File: src/rtl/pixel_stream_feeder.sv
// Raster-order frame reader: synchronous-read frame RAM -> one pixel/cycle stream with stall skid buffer.
// Define FEEDER_FLUSH_EN to append HALF_WIN*IMG_W+HALF_WIN PAD_VALUE pixels after the image.
module pixel_stream_feeder #(
    parameter int unsigned      IMG_W     = 64,
    parameter int unsigned      IMG_H     = 64,
    parameter int unsigned      PIX_W     = 8,
    parameter int unsigned      ADDR_W    = 12,
    parameter int unsigned      HALF_WIN  = 3,
    parameter logic [PIX_W-1:0] PAD_VALUE = '0
) (
    input  logic              clk,
    input  logic              reset,
    input  logic              start,
    input  logic [ADDR_W-1:0] base_addr,
    output logic              mem_rd_en,
    output logic [ADDR_W-1:0] mem_addr,
    input  logic [PIX_W-1:0]  mem_rd_data,
    input  logic              stall,
    output logic              data_enable,
    output logic [PIX_W-1:0]  data_out,
    output logic              line_start,
    output logic              frame_last,
    output logic              busy,
    output logic              done
);
    localparam int unsigned IMG_PIX   = IMG_W * IMG_H;
    localparam int unsigned FLUSH_LEN = HALF_WIN * IMG_W + HALF_WIN;
`ifdef FEEDER_FLUSH_EN
    localparam int unsigned TOTAL     = IMG_PIX + FLUSH_LEN;
`else
    localparam int unsigned TOTAL     = IMG_PIX;
`endif
    localparam int unsigned LAST_ROW  = (TOTAL - 1) / IMG_W;
    localparam int unsigned LAST_COL  = (TOTAL - 1) % IMG_W;
    localparam int unsigned COL_W     = $clog2(IMG_W);
    localparam int unsigned ROW_W     = $clog2((IMG_PIX + FLUSH_LEN) / IMG_W + 2);
    localparam int unsigned CNT_W     = $clog2(IMG_PIX + 1);

    typedef enum logic [1:0] {IDLE, STREAM, FLUSH, DONE} state_t;

    state_t             state;
    logic               out_valid;
    logic               skid_valid;
    logic [PIX_W-1:0]   skid_data;
    logic               rd_valid;
    logic [CNT_W-1:0]   rd_cnt;
    logic [COL_W-1:0]   col;
    logic [ROW_W-1:0]   row;

    logic [1:0]         occ_after;
    logic               col_wrap;
    logic               img_last;
    logic [COL_W-1:0]   col_nxt;
    logic [ROW_W-1:0]   row_nxt;

`ifndef FEEDER_FLUSH_EN
    logic unused_pad;
    assign unused_pad = ^PAD_VALUE;
`endif

    assign data_enable = out_valid & ~stall;

    // Occupancy counts buffered pixels plus the read whose data is on mem_rd_data now.
    always_comb begin
        occ_after = 2'(out_valid) + 2'(skid_valid) + 2'(rd_valid) - 2'(data_enable);
        col_wrap  = (col == COL_W'(IMG_W - 1));
        col_nxt   = col_wrap ? '0 : col + COL_W'(1);
        row_nxt   = col_wrap ? row + ROW_W'(1) : row;
        img_last  = col_wrap && (row == ROW_W'(IMG_H - 1));
        mem_rd_en = (state == STREAM) && (rd_cnt != CNT_W'(IMG_PIX)) && (occ_after < 2'd2);
    end

    always_ff @(posedge clk) begin
        if (reset) begin
            state      <= IDLE;
            busy       <= 1'b0;
            done       <= 1'b0;
            out_valid  <= 1'b0;
            skid_valid <= 1'b0;
            rd_valid   <= 1'b0;
            data_out   <= '0;
            skid_data  <= '0;
            mem_addr   <= '0;
            rd_cnt     <= '0;
            col        <= '0;
            row        <= '0;
            line_start <= 1'b0;
            frame_last <= 1'b0;
        end else begin
            done     <= 1'b0;
            rd_valid <= mem_rd_en;
            if (mem_rd_en) begin
                mem_addr <= mem_addr + ADDR_W'(1);
                rd_cnt   <= rd_cnt + CNT_W'(1);
            end
            // Markers follow the transfer count, so they describe the next pixel presented.
            if (data_enable) begin
                col        <= col_nxt;
                row        <= row_nxt;
                line_start <= (col_nxt == '0) && (row_nxt < ROW_W'(IMG_H));
                frame_last <= (col_nxt == COL_W'(LAST_COL)) && (row_nxt == ROW_W'(LAST_ROW));
            end
            case (state)
                IDLE: begin
                    if (start) begin
                        state      <= STREAM;
                        busy       <= 1'b1;
                        mem_addr   <= base_addr;
                        rd_cnt     <= '0;
                        col        <= '0;
                        row        <= '0;
                        line_start <= 1'b1;
                        frame_last <= 1'b0;
                    end
                end
                STREAM: begin
                    // Output register drains from skid first, then from the RAM, preserving order.
                    if (data_enable) begin
                        if (skid_valid) begin
                            data_out   <= skid_data;
                            skid_valid <= rd_valid;
                            skid_data  <= mem_rd_data;
                        end else if (rd_valid) begin
                            data_out <= mem_rd_data;
                        end else begin
                            out_valid <= 1'b0;
                        end
                    end else if (rd_valid) begin
                        if (out_valid) begin
                            skid_data  <= mem_rd_data;
                            skid_valid <= 1'b1;
                        end else begin
                            data_out  <= mem_rd_data;
                            out_valid <= 1'b1;
                        end
                    end
                    if (data_enable && img_last) begin
`ifdef FEEDER_FLUSH_EN
                        state     <= FLUSH;
                        data_out  <= PAD_VALUE;
                        out_valid <= 1'b1;
`else
                        state     <= DONE;
                        busy      <= 1'b0;
                        done      <= 1'b1;
                        out_valid <= 1'b0;
`endif
                    end
                end
`ifdef FEEDER_FLUSH_EN
                FLUSH: begin
                    if (data_enable) begin
                        if (frame_last) begin
                            state     <= DONE;
                            busy      <= 1'b0;
                            done      <= 1'b1;
                            out_valid <= 1'b0;
                        end else begin
                            data_out <= PAD_VALUE;
                        end
                    end
                end
`endif
                DONE:    state <= IDLE;
                default: state <= IDLE;
            endcase
        end
    end

endmodule
File: config.mk
export PLATFORM = sky130hd
export DESIGN_NAME = pixel_stream_feeder
export DESIGN_NICKNAME = d
export VERILOG_FILES = /design/src/rtl/pixel_stream_feeder.sv
export SDC_FILE = /design/constraint.sdc
export NUM_CORES = 1
export LEC_CHECK = 0
export ABC_CLOCK_PERIOD_IN_PS = 3500
export CAP_MARGIN = 10
export CORE_UTILIZATION = 45
export CTS_BUF_LIST = sky130_fd_sc_hd__clkbuf_16
export CTS_CLUSTER_SIZE = 28
export DETAILED_ROUTE_END_ITERATION = 10
export HOLD_SLACK_MARGIN = 0.03
export PLACE_DENSITY_LB_ADDON = 0.08
export SYNTH_ARGS = -nofsm -noshare
export SYNTH_HDL_FRONTEND = slang
export SYNTH_SLANG_ARGS = --single-unit
File: constraint.sdc
create_clock -name clk -period 3.5 [get_ports clk]
set_input_delay 0.525 -clock clk [delete_from_list [all_inputs] [get_ports clk]]
set_output_delay 0.525 -clock clk [all_outputs]
set_load 0.1 [all_outputs]
==> metrics.md, run 1 <==
| Metric | Value |
|---|---|
| Commonest non-fill, non-tap cell in the layout | dfxtp_1 |
| Final wirelength | 7.08 mm |
| Worst-margin pin slew | 0.987 ns |
| Yosys reg bits | 63 |
| Async set-reset flop share out of synthesis | 0% |
| Syn Inst Count | 387 |
| Antenna diodes | 0 |
| RD Place Congestion | 0.779 |
| Hold_buf cts | 0 |
| Mapped Area | 0.00321 mm² |
| Fillers | 648 |
| CP Launch Type | input pin |
| Post-DP HPWL | 4.79 mm |
| Crit path kind | input pin to primary output |
| Die width | 86.5 µm |
| Tcrit/Tclk final | 93.2% |
| Clock Latency Late Sink | 0.33 ns |
| Average size of a mapped cell | 8.30 µm² |
| RSZ-0062 raised after global routing | no |
| Clock buffer depth | 2 |
| Final setup viols | 0 |
| First-pass GRT wire length | 12.2 mm |
| H-tree Lvls | 3 |
| Initial antenna violation count | 0 |
| Switching share of total power | 25.8% |
| Total GRT Usage | 21.0% |
| Period minus WS final | 3.26 ns |
| Worst EP required | 2.97 ns |
| Syn_nets | 421 |
| WL/cell | 13.3 µm |
| Grt ovf | 0 |
| Pins over their slew limit | 0 |
| Setup TNS | 0 ns |
| Setup crit end kind | primary output |
| Register share of total power | 37.1% |
| Register area share after synthesis | 39.3% |
| Total die area | 0.00748 mm² |
| Largest net degree at the start of global routing | 28 |
| Cts repair resizes | 0 |
| Core Footprint | 0.00683 mm² |
| Vias | 2867 |
| Chip Height | 86.5 µm |
| Commonest cells after routing, fill and taps aside | dfxtp_1, clkdlybuf4s50_1, nor2_1, a21oi_1, nand3_1 |
| Initial drt markers | 124 |
| Nets | 466 |
| IO Port Bufs | 49 |
| Vias per cell | 5.38 |
| R2r setup slk | 0.70 ns |
| Unique masters post-synth | 50 |
| Hold Crit Class | register to register |
| Power per cell area | 493 mW/mm² |
| Synthesis-to-finish area growth | 28.7% |
| CP Max Fanout | 7 |
| Pleak | 1.50 nW |
| Post-route cell area | 0.00413 mm² |
| # clock sinks | 63 |
| Post-CTS setup buffer count | 0 |
| Placed instance area | 0.00380 mm² |
| Row count | 30 |
| Status | finished clean |
| Pre-Repair DR Iteration Count | 4 |
| CTS tree | built |
| Ys flop type | dfxtp_1 |
| # Max-Cap Violations | 0 |
| Comb power frac | 13.4% |
| TritonCTS Buffers | 9 |
| Critical Path AT | 2.74 ns |
| Number of synthesized flops with an enable pin | 0 |
| DRC | 0 |
| Placed Cells | 517 |
| Post-route insts no fill | 533 |
| Peak Freq | 0.307 GHz |
| Maximum VDD drop | 0.310 mV |
| Vias in the first global route | 2646 |
| Pint | 0.00151 W |
| Synth Warn # | 0 |
| Initial Utilization | 47.0% |
| Psw | 0.000526 W |
| Clk pwr share | 49.5% |
| Layout cells sized above 1 | 7.78% |
| Slew margin rel. | 34.0% |
| Setup Skew | 0.00526 ns |
| Fin. Hold Viols | 0 |
| Clock Tree Root | clkbuf_16 |
| Number of antenna-violating nets in the routed design | 0 |
| Worst-path clk slew | 0.05 ns |
| Ports | 50 |
==> cells in the mapped netlist (3+ instances only) <==
master,count,area [µm²]
nand3_1,26,130
ha_1,10,125
and2_1,5,31.3
buf_4,3,22.5
nor3_1,9,45.0
mux2i_1,10,100
and3_1,7,43.8
xor2_1,24,210
xnor2_1,5,43.8
a21oi_1,40,200
nor2_1,45,169
buf_2,6,30.0
and4_1,4,35.0
nand3b_1,3,22.5
nor4_1,3,18.8
nand4_1,19,119
o31ai_1,3,22.5
clkbuf_1,14,52.6
inv_1,11,41.3
dfxtp_1,63,1260
nand2b_1,3,18.8
a31oi_1,4,25.0
o21ai_0,18,90.1
nand2_1,20,75.1
==> worst max-delay path, cell delays in order <==
cell	delay [ns]
clkdlybuf4s50_1	0.48
nand2b_4	0.17
inv_1	0.07
ha_1	0.27
inv_1	0.04
ha_1	0.26
a21oi_1	0.27
mux2i_4	0.30
nand2_2	0.10
clkinvlp_4	0.09
buf_12	0.16
==> metal layers <==
metal  vias up  routed length (µm)  global-route usage, %
met2        62                3260                   32.7
li1       1467                   -                      -
met1      1326                3390                   26.6
met4         0                  99                   7.58
met3        12                 329                   7.90
met5         -                   0                      0
==> power groups by stage <==
stage	logic (W)	registers [W]	clock network, W
finish	0.000274	0.000757	0.00101
global route	0.000290	0.000759	0.00106
CTS	0.000276	0.000757	0.00103
detailed placement	0.000276	0.000772	0
global placement	0.000273	0.000772	0
floorplan	0.0000818	0.000879	0
==> sequential cells by signal, summed over array words and instances (netlist names), 2 cells and up <==
| register | flops |
|---|---|
| col | 6 |
| data_out | 8 |
| mem_addr | 12 |
| rd_cnt | 13 |
| row | 7 |
| skid_data | 8 |
| state | 2 |
==> final timing paths <==
| check | startpoint | cells after the start | endpoint |
|---|---|---|---|
| worst max register to register | skid_valid | 10 | rd_cnt[8] |
| worst min register to register | rd_cnt[1] | 2 | rd_cnt[1] |
| worst min-delay path | rd_cnt[1] | 2 | rd_cnt[1] |
| worst max-delay path | stall | 11 | mem_rd_en |
==> final cells by class <==
| type | instances | area (µm²) | share of cell area (%) |
|---|---|---|---|
| repair buffers | 58 | 578 | 14.0 |
| clock buffers | 9 | 225 | 5.45 |
| well taps | 96 | 120 | 2.91 |
| flip-flops and latches | 63 | 1260 | 30.5 |
| multi-input cells | 289 | 1790 | 43.4 |
| clock inverters | 7 | 111 | 2.69 |
| inverters | 11 | 45.0 | 1.09 |
==> cell families after synthesis <==
logic type	Yosys count	synth area share [%]
AOI/OAI and AO/OA	78	13.7
DFF	63	39.3
muxes	11	3.82
adders and majority gates	10	3.90
xor gates and xnor gates	29	7.91
buffers and inverters	35	4.91
and+or+nand+nor	161	26.5
==> per-stage QoR <==
step / total power [W] / hold WS (ns) / util, % / setup slack (ns)
after floorplan: 0.000961 / 0.453 / - / 0.0316
after global placement: 0.00104 / 0.465 / 55.6 / 0.227
after detailed placement: 0.00105 / 0.465 / 55.6 / 0.157
after CTS: 0.00206 / 0.472 / 60.5 / 0.213
after global routing: 0.00211 / 0.497 / 60.5 / 0.0857
final: 0.00204 / 0.478 / 60.5 / 0.239
Note: power is estimated with default switching activity, not from simulation.
==> run 2: changes to the inputs <==
- ABC_CLOCK_PERIOD_IN_PS: 3500 -> 3770
- MAX_ROUTING_LAYER: default -> met4
- clock period: 3.5 -> 3.77 ns (I/O delays scaled with it)
==> metrics.md, run 2 (synthesis gave the netlist of run 1 again) <==
| Metric | Value |
|---|---|
| Setup TNS | 0 ns (unchanged) |
| Pleak | 1.44 nW (was 1.50 nW) |
| Initial drt markers | 120 (was 124) |
| Register share of total power | 40.9% (was 37.1%) |
| Hold_buf cts | 0 (unchanged) |
| Biggest regs | rd_cnt x13, mem_addr x12 (unchanged) |
| Worst-margin pin slew | 0.973 ns (was 0.987 ns) |
| Final setup viols | 0 (unchanged) |
| Peak Freq | 0.292 GHz |
| Switching share of total power | 29.5% (was 25.8%) |
| Cts repair resizes | 0 (unchanged) |
| Critical Path AT | 2.85 ns (was 2.74 ns) |
| Chip Height | 86.5 µm (unchanged) |
| Commonest cells after routing, fill and taps aside | dfxtp_1, clkdlybuf4s50_1, nor2_1, a21oi_1, nand3_1 (unchanged) |
| FF-to-FF End | rd_cnt[8] (unchanged) |
| Largest net degree at the start of global routing | 28 (unchanged) |
| Crit path kind | input pin to primary output (unchanged) |
| Fin. Hold Viols | 0 (unchanged) |
| Vias per cell | 5.27 (was 5.38) |
| Comb power frac | 14.6% (was 13.4%) |
| Status | finished clean (unchanged) |
| Number of antenna-violating nets in the routed design | 0 (unchanged) |
| Worst EP required | 3.20 ns (was 2.97 ns) |
| Nets | 463 (was 466) |
| Worst-path clk slew | 0.05 ns (about the same) |
| Hold_sp | rd_cnt[1] (unchanged) |
| R2r worst-path depth | 10 (unchanged) |
| Tcrit/Tclk final | 90.7% |
| Grt ovf | 0 (unchanged) |
| Hold Crit Class | register to register (unchanged) |
| Clock Tree Root | clkbuf_16 (unchanged) |
| Commonest non-fill, non-tap cell in the layout | dfxtp_1 (unchanged) |
| Fin util | 59.2% (was 60.5%) |
| WL/cell | 13.4 µm (was 13.3 µm) |
| TritonCTS Buffers | 9 (unchanged) |
| Reg2Reg Launch Point | skid_valid (unchanged) |
| Placed instance area | 0.00376 mm² (was 0.00380 mm²) |
| Initial antenna violation count | 0 (unchanged) |
| Die width | 86.5 µm (unchanged) |
| Vias in the first global route | 2529 (was 2646) |
| Antenna diodes | 0 (unchanged) |
| Pins over their slew limit | 0 (unchanged) |
| Maximum VDD drop | 0.235 mV (was 0.310 mV) |
| R2r setup slk | 0.94 ns (was 0.70 ns) |
| Clock buffer depth | 2 (unchanged) |
| Clk pwr share | 44.5% (was 49.5%) |
| Post-route cell area | 0.00404 mm² (was 0.00413 mm²) |
| Vias | 2792 (was 2867) |
| CP Max Fanout | 7 (unchanged) |
| Pint | 0.00121 W (was 0.00151 W) |
| Setup crit end kind | primary output (unchanged) |
| Total die area | 0.00748 mm² (unchanged) |
| Reg with most FFs | rd_cnt (unchanged) |
| DRC | 0 (unchanged) |
| CP Launch Type | input pin (unchanged) |
| First-pass GRT wire length | 11.6 mm (was 12.2 mm) |
| Slew margin rel. | 34.9% (was 34.0%) |
| Layout cells sized above 1 | 7.60% (was 7.78%) |
| # clock sinks | 63 (unchanged) |
| Max reg flops | 13 (unchanged) |
| H-tree Lvls | 3 (unchanged) |
| Setup Skew | 0.00768 ns (was 0.00526 ns) |
| Post-CTS setup buffer count | 0 (unchanged) |
| Post-DP HPWL | 4.77 mm (was 4.79 mm) |
| Row count | 30 (unchanged) |
| Total GRT Usage | 20.6% (was 21.0%) |
| Initial Utilization | 47.0% (unchanged) |
| Ports | 50 (unchanged) |
| Final wirelength | 7.09 mm (was 7.08 mm) |
| Hold depth | 2 (unchanged) |
| RD Place Congestion | 0.799 (was 0.779) |
| Core Footprint | 0.00683 mm² (unchanged) |
| IO Port Bufs | 49 (unchanged) |
| CTS tree | built (unchanged) |
| Pre-Repair DR Iteration Count | 4 (unchanged) |
| Power per cell area | 425 mW/mm² (was 493 mW/mm²) |
| Hold path endpoint | rd_cnt[1] (unchanged) |
| Synthesis-to-finish area growth | 25.9% (was 28.7%) |
| Clock Latency Late Sink | 0.33 ns (about the same) |
| RSZ-0062 raised after global routing | no (unchanged) |
| # Max-Cap Violations | 0 (unchanged) |
| Psw | 0.000508 W (was 0.000526 W) |
| Period minus WS final | 3.42 ns |
run 2: cell count changes in the layout (fill, tap and decap cells not counted), moves of 2 or more:
cell / previous run / this run
clkinv_1: 2 / 0
bufinv_16: 3 / 0
inv_6: 0 / 3
buf_4: 9 / 7
clkinvlp_4: 1 / 5
run 2: how the worst max path moves through the flow:
stage | from | end | cells after the start
after floorplan | stall | mem_rd_en | 12
after global placement | stall | mem_rd_en | 11
after detailed placement | stall | mem_rd_en | 11
after CTS | stall | mem_rd_en | 11
after global routing | stall | mem_rd_en | 11
final | stall | mem_rd_en | 11
run 2: metal layers:
layer  vias to the layer above  share of wire, %  global-route usage (%)
li1                       1448                 -                       -
met1                      1286                48                    25.9
met5                         -                 0                       -
met2                        50                47                    31.8
met3                         8               3.5                    5.43
met4                         0               1.4                    7.88
run 2: power groups by stage:
stage | clock [W] | combinational [W] | sequential (W)
finish | 0.000766 | 0.000251 | 0.000703
global route | 0.000812 | 0.000266 | 0.000705
CTS | 0.000789 | 0.000252 | 0.000703
detailed placement | 0 | 0.000251 | 0.000717
global placement | 0 | 0.000250 | 0.000717
floorplan | 0 | 0.0000758 | 0.000816
run 2: area by class of cell:
type | instances | area, µm²
tap | 96 | 120
timing repair buffer | 55 | 543
sequential | 63 | 1260
fill | 655 | 2790
inverter | 11 | 45.0
multi-input combinational | 289 | 1790
clock inverter | 7 | 56.3
clock buffer | 9 | 225
run 2: stage by stage:
step | total power, W | setup slack, ns | instances | hold WS, ns
after floorplan | 0.000892 | 0.131 | 387 | 0.453
after global placement | 0.000967 | 0.375 | 514 | 0.473
after detailed placement | 0.000968 | 0.338 | 514 | 0.467
after CTS | 0.00174 | 0.329 | 530 | 0.475
after global routing | 0.00178 | 0.210 | 530 | 0.520
final | 0.00172 | 0.351 | 530 | 0.473
run 2: critical path, stage by stage:
cell and delay [ns]:
clkdlybuf4s50_1 0.47, nand2b_4 0.16, inv_1 0.07, ha_1 0.27, inv_1 0.04, ha_1 0.27
a21oi_1 0.28, mux2i_4 0.29, nand2_2 0.15, clkinvlp_4 0.12, buf_12 0.17
==> run 3: changes to the inputs <==
- ABC_CLOCK_PERIOD_IN_PS: 3770 -> 3940
- clock period: 3.77 -> 3.94 ns (I/O delays scaled with it)
==> metrics.md, run 3 (synthesis gave the netlist of run 1 again) <==
| Metric | Value |
|---|---|
| Status | finished clean (unchanged) |
| Initial antenna violation count | 0 (unchanged) |
| Setup Skew | 0.00530 ns (was 0.00768 ns) |
| Worst-margin pin slew | 0.975 ns (was 0.973 ns) |
| Slowest CP cell | clkdlybuf4s50_1 (unchanged) |
| Switching share of total power | 28.1% (was 29.5%) |
| Chip Height | 86.5 µm (unchanged) |
| Grt ovf | 0 (unchanged) |
| Post-DP HPWL | 4.76 mm (was 4.77 mm) |
| Top cell family by delay on the critical path | buffers and inverters (unchanged) |
| Buffers & Inverters on Critical Path | 5 (unchanged) |
| CP Max Fanout | 7 (unchanged) |
| DRC | 0 (unchanged) |
| Psw | 0.000443 W (was 0.000508 W) |
| Crit path kind | input pin to primary output (unchanged) |
| Synthesis-to-finish area growth | 24.6% (was 25.9%) |
| Hold Crit Class | register to register (unchanged) |
| Register share of total power | 42.7% (was 40.9%) |
| Pint | 0.00114 W (was 0.00121 W) |
| Slew margin rel. | 34.8% (was 34.9%) |
| Worst-path clk slew | 0.05 ns (about the same) |
| CTS tree | built (unchanged) |
| Slowest stage delay, CP | 0.60 ns (was 0.47 ns) |
| Commonest cells after routing, fill and taps aside | dfxtp_1, clkdlybuf4s50_1, nor2_1, a21oi_1, nand3_1 (unchanged) |
| Multi-input logic area | 0.00179 mm² (unchanged) |
| Critical Path AT | 3.04 ns (was 2.85 ns) |
| Final setup viols | 0 (unchanged) |
| CP Launch Type | input pin (unchanged) |
| Cts repair resizes | 0 (unchanged) |
| Row count | 30 (unchanged) |
| H-tree Lvls | 3 (unchanged) |
| Antenna diodes | 0 (unchanged) |
| # clock sinks | 63 (unchanged) |
| Nets | 462 (was 463) |
| Clock buffer depth | 2 (unchanged) |
| Initial Utilization | 47.0% (unchanged) |
| RD Place Congestion | 0.783 (was 0.799) |
| Hold_buf cts | 0 (unchanged) |
| Total GRT Usage | 20.8% (was 20.6%) |
| Max reg flops | 13 (unchanged) |
| Biggest regs | rd_cnt x13, mem_addr x12 (unchanged) |
| Pre-Repair DR Iteration Count | 4 (unchanged) |
| Clk pwr share | 42.2% (was 44.5%) |
| Ports | 50 (unchanged) |
| # Max-Cap Violations | 0 (unchanged) |
| Maximum VDD drop | 0.278 mV (was 0.235 mV) |
| Post-CTS setup buffer count | 0 (unchanged) |
| Peak Freq | 0.275 GHz |
| RSZ-0062 raised after global routing | no (unchanged) |
| Pins over their slew limit | 0 (unchanged) |
| Sequence of cells on the critical path | clkdlybuf4s50_1 -> nand2b_4 -> inv_1 -> ha_1 -> inv_1 -> ha_1 -> a21oi_1 -> mux2i_4 -> nand2_2 -> clkinvlp_4 -> buf_12 (unchanged) |
| Power per cell area | 395 mW/mm² (was 425 mW/mm²) |
| TritonCTS Buffers | 9 (unchanged) |
| Vias per cell | 5.32 (was 5.27) |
| Largest net degree at the start of global routing | 28 (unchanged) |
| Hold_sp | rd_cnt[1] (unchanged) |
| Sequential cell area | 0.00126 mm² (unchanged) |
| Power, Total | 0.00158 W (was 0.00172 W) |
| Initial drt markers | 80 (was 120) |
| Worst EP required | 3.35 ns (was 3.20 ns) |
| Period minus WS final | 3.63 ns |
| IO Port Bufs | 49 (unchanged) |
| Commonest non-fill, non-tap cell in the layout | dfxtp_1 (unchanged) |
| First-pass GRT wire length | 11.9 mm (was 11.6 mm) |
| Total die area | 0.00748 mm² (unchanged) |
| Setup crit end kind | primary output (unchanged) |
| Vias in the first global route | 2575 (was 2529) |
| Fillers | 665 (was 655) |
| Reg2Reg Launch Point | skid_valid (unchanged) |
| Die width | 86.5 µm (unchanged) |
| Crit path launch | stall (unchanged) |
| Number of antenna-violating nets in the routed design | 0 (unchanged) |
| Clock Tree Root | clkbuf_16 (unchanged) |
| Final wirelength | 7.06 mm (was 7.09 mm) |
| Comb power frac | 15.1% (was 14.6%) |
| WL/cell | 13.4 µm (about the same) |
| Core Footprint | 0.00683 mm² (unchanged) |
| Layout cells sized above 1 | 6.26% (was 7.60%) |
| Vias | 2805 (was 2792) |
| Setup TNS | 0 ns (unchanged) |
| Fin. Hold Viols | 0 (unchanged) |
| Pleak | 1.45 nW (was 1.44 nW) |
| Clock Latency Late Sink | 0.32 ns (was 0.33 ns) |
| Tcrit/Tclk final | 92.2% |
| Reg with most FFs | rd_cnt (unchanged) |
-- run 3: cell types whose count changed in the layout (fill, tap and decap cells not counted) --
cell | before | now
buf_4 | 7 | 6
clkinv_2 | 0 | 2
clkinvlp_4 | 5 | 1
inv_6 | 3 | 0
inv_1 | 10 | 13
-- run 3: path summary, 6_finish.rpt --
check	to	slack, ns	cells past startpoint
worst max-delay path	mem_rd_en	0.31	11
worst min-delay path	rd_cnt[1]	0.48	2
worst max register to register	rd_cnt[8]	1.11	10
worst min register to register	rd_cnt[1]	0.48	2
-- run 3: power groups by stage --
stage          clock (W)  sequential, W  combinational [W]
5_1_grt         0.000711       0.000676           0.000253
3_3_place_gp           0       0.000686           0.000238
2_1_floorplan          0       0.000781          0.0000724
4_1_cts         0.000678       0.000673           0.000240
6_report        0.000667       0.000674           0.000239
3_5_place_dp           0       0.000686           0.000239
-- run 3: area by class of cell --
class,instances,area share (%)
Clock buffer,9,5.63
Clock inverter,5,0.532
Inverter,11,1.13
Multi-Input combinational cell,289,44.8
Sequential cell,63,31.5
Tap cell,96,3.00
Timing Repair Buffer,54,13.4
-- run 3: stage by stage --
step,instances,hold WS [ns],cell area (µm²),utilization (%),setup WS [ns]
after floorplan,387,0.453,3220,-,0.0356
after global placement,513,0.473,3750,55.0,0.335
after detailed placement,513,0.471,3750,55.0,0.297
after CTS,527,0.479,4000,58.6,0.287
after global routing,527,0.495,4000,58.6,0.140
final,527,0.481,4000,58.6,0.306
-- run 3: per-layer routing --
layer | track usage (%) | wire length (µm)
met4 | 4.85 | 62
met2 | 31.9 | 3240
met5 | - | 0
met3 | 5.71 | 258
met1 | 27.2 | 3500
-- run 3: worst register-to-register path, stage by stage (launching register included) --
cell and delay, ns:
dfxtp_1 0.62, inv_1 0.09, ha_1 0.29, inv_1 0.04
ha_1 0.27, a21oi_1 0.27, mux2i_4 0.30, buf_4 0.27
nand3_2 0.13, or4_1 0.40, o21ai_1 0.09
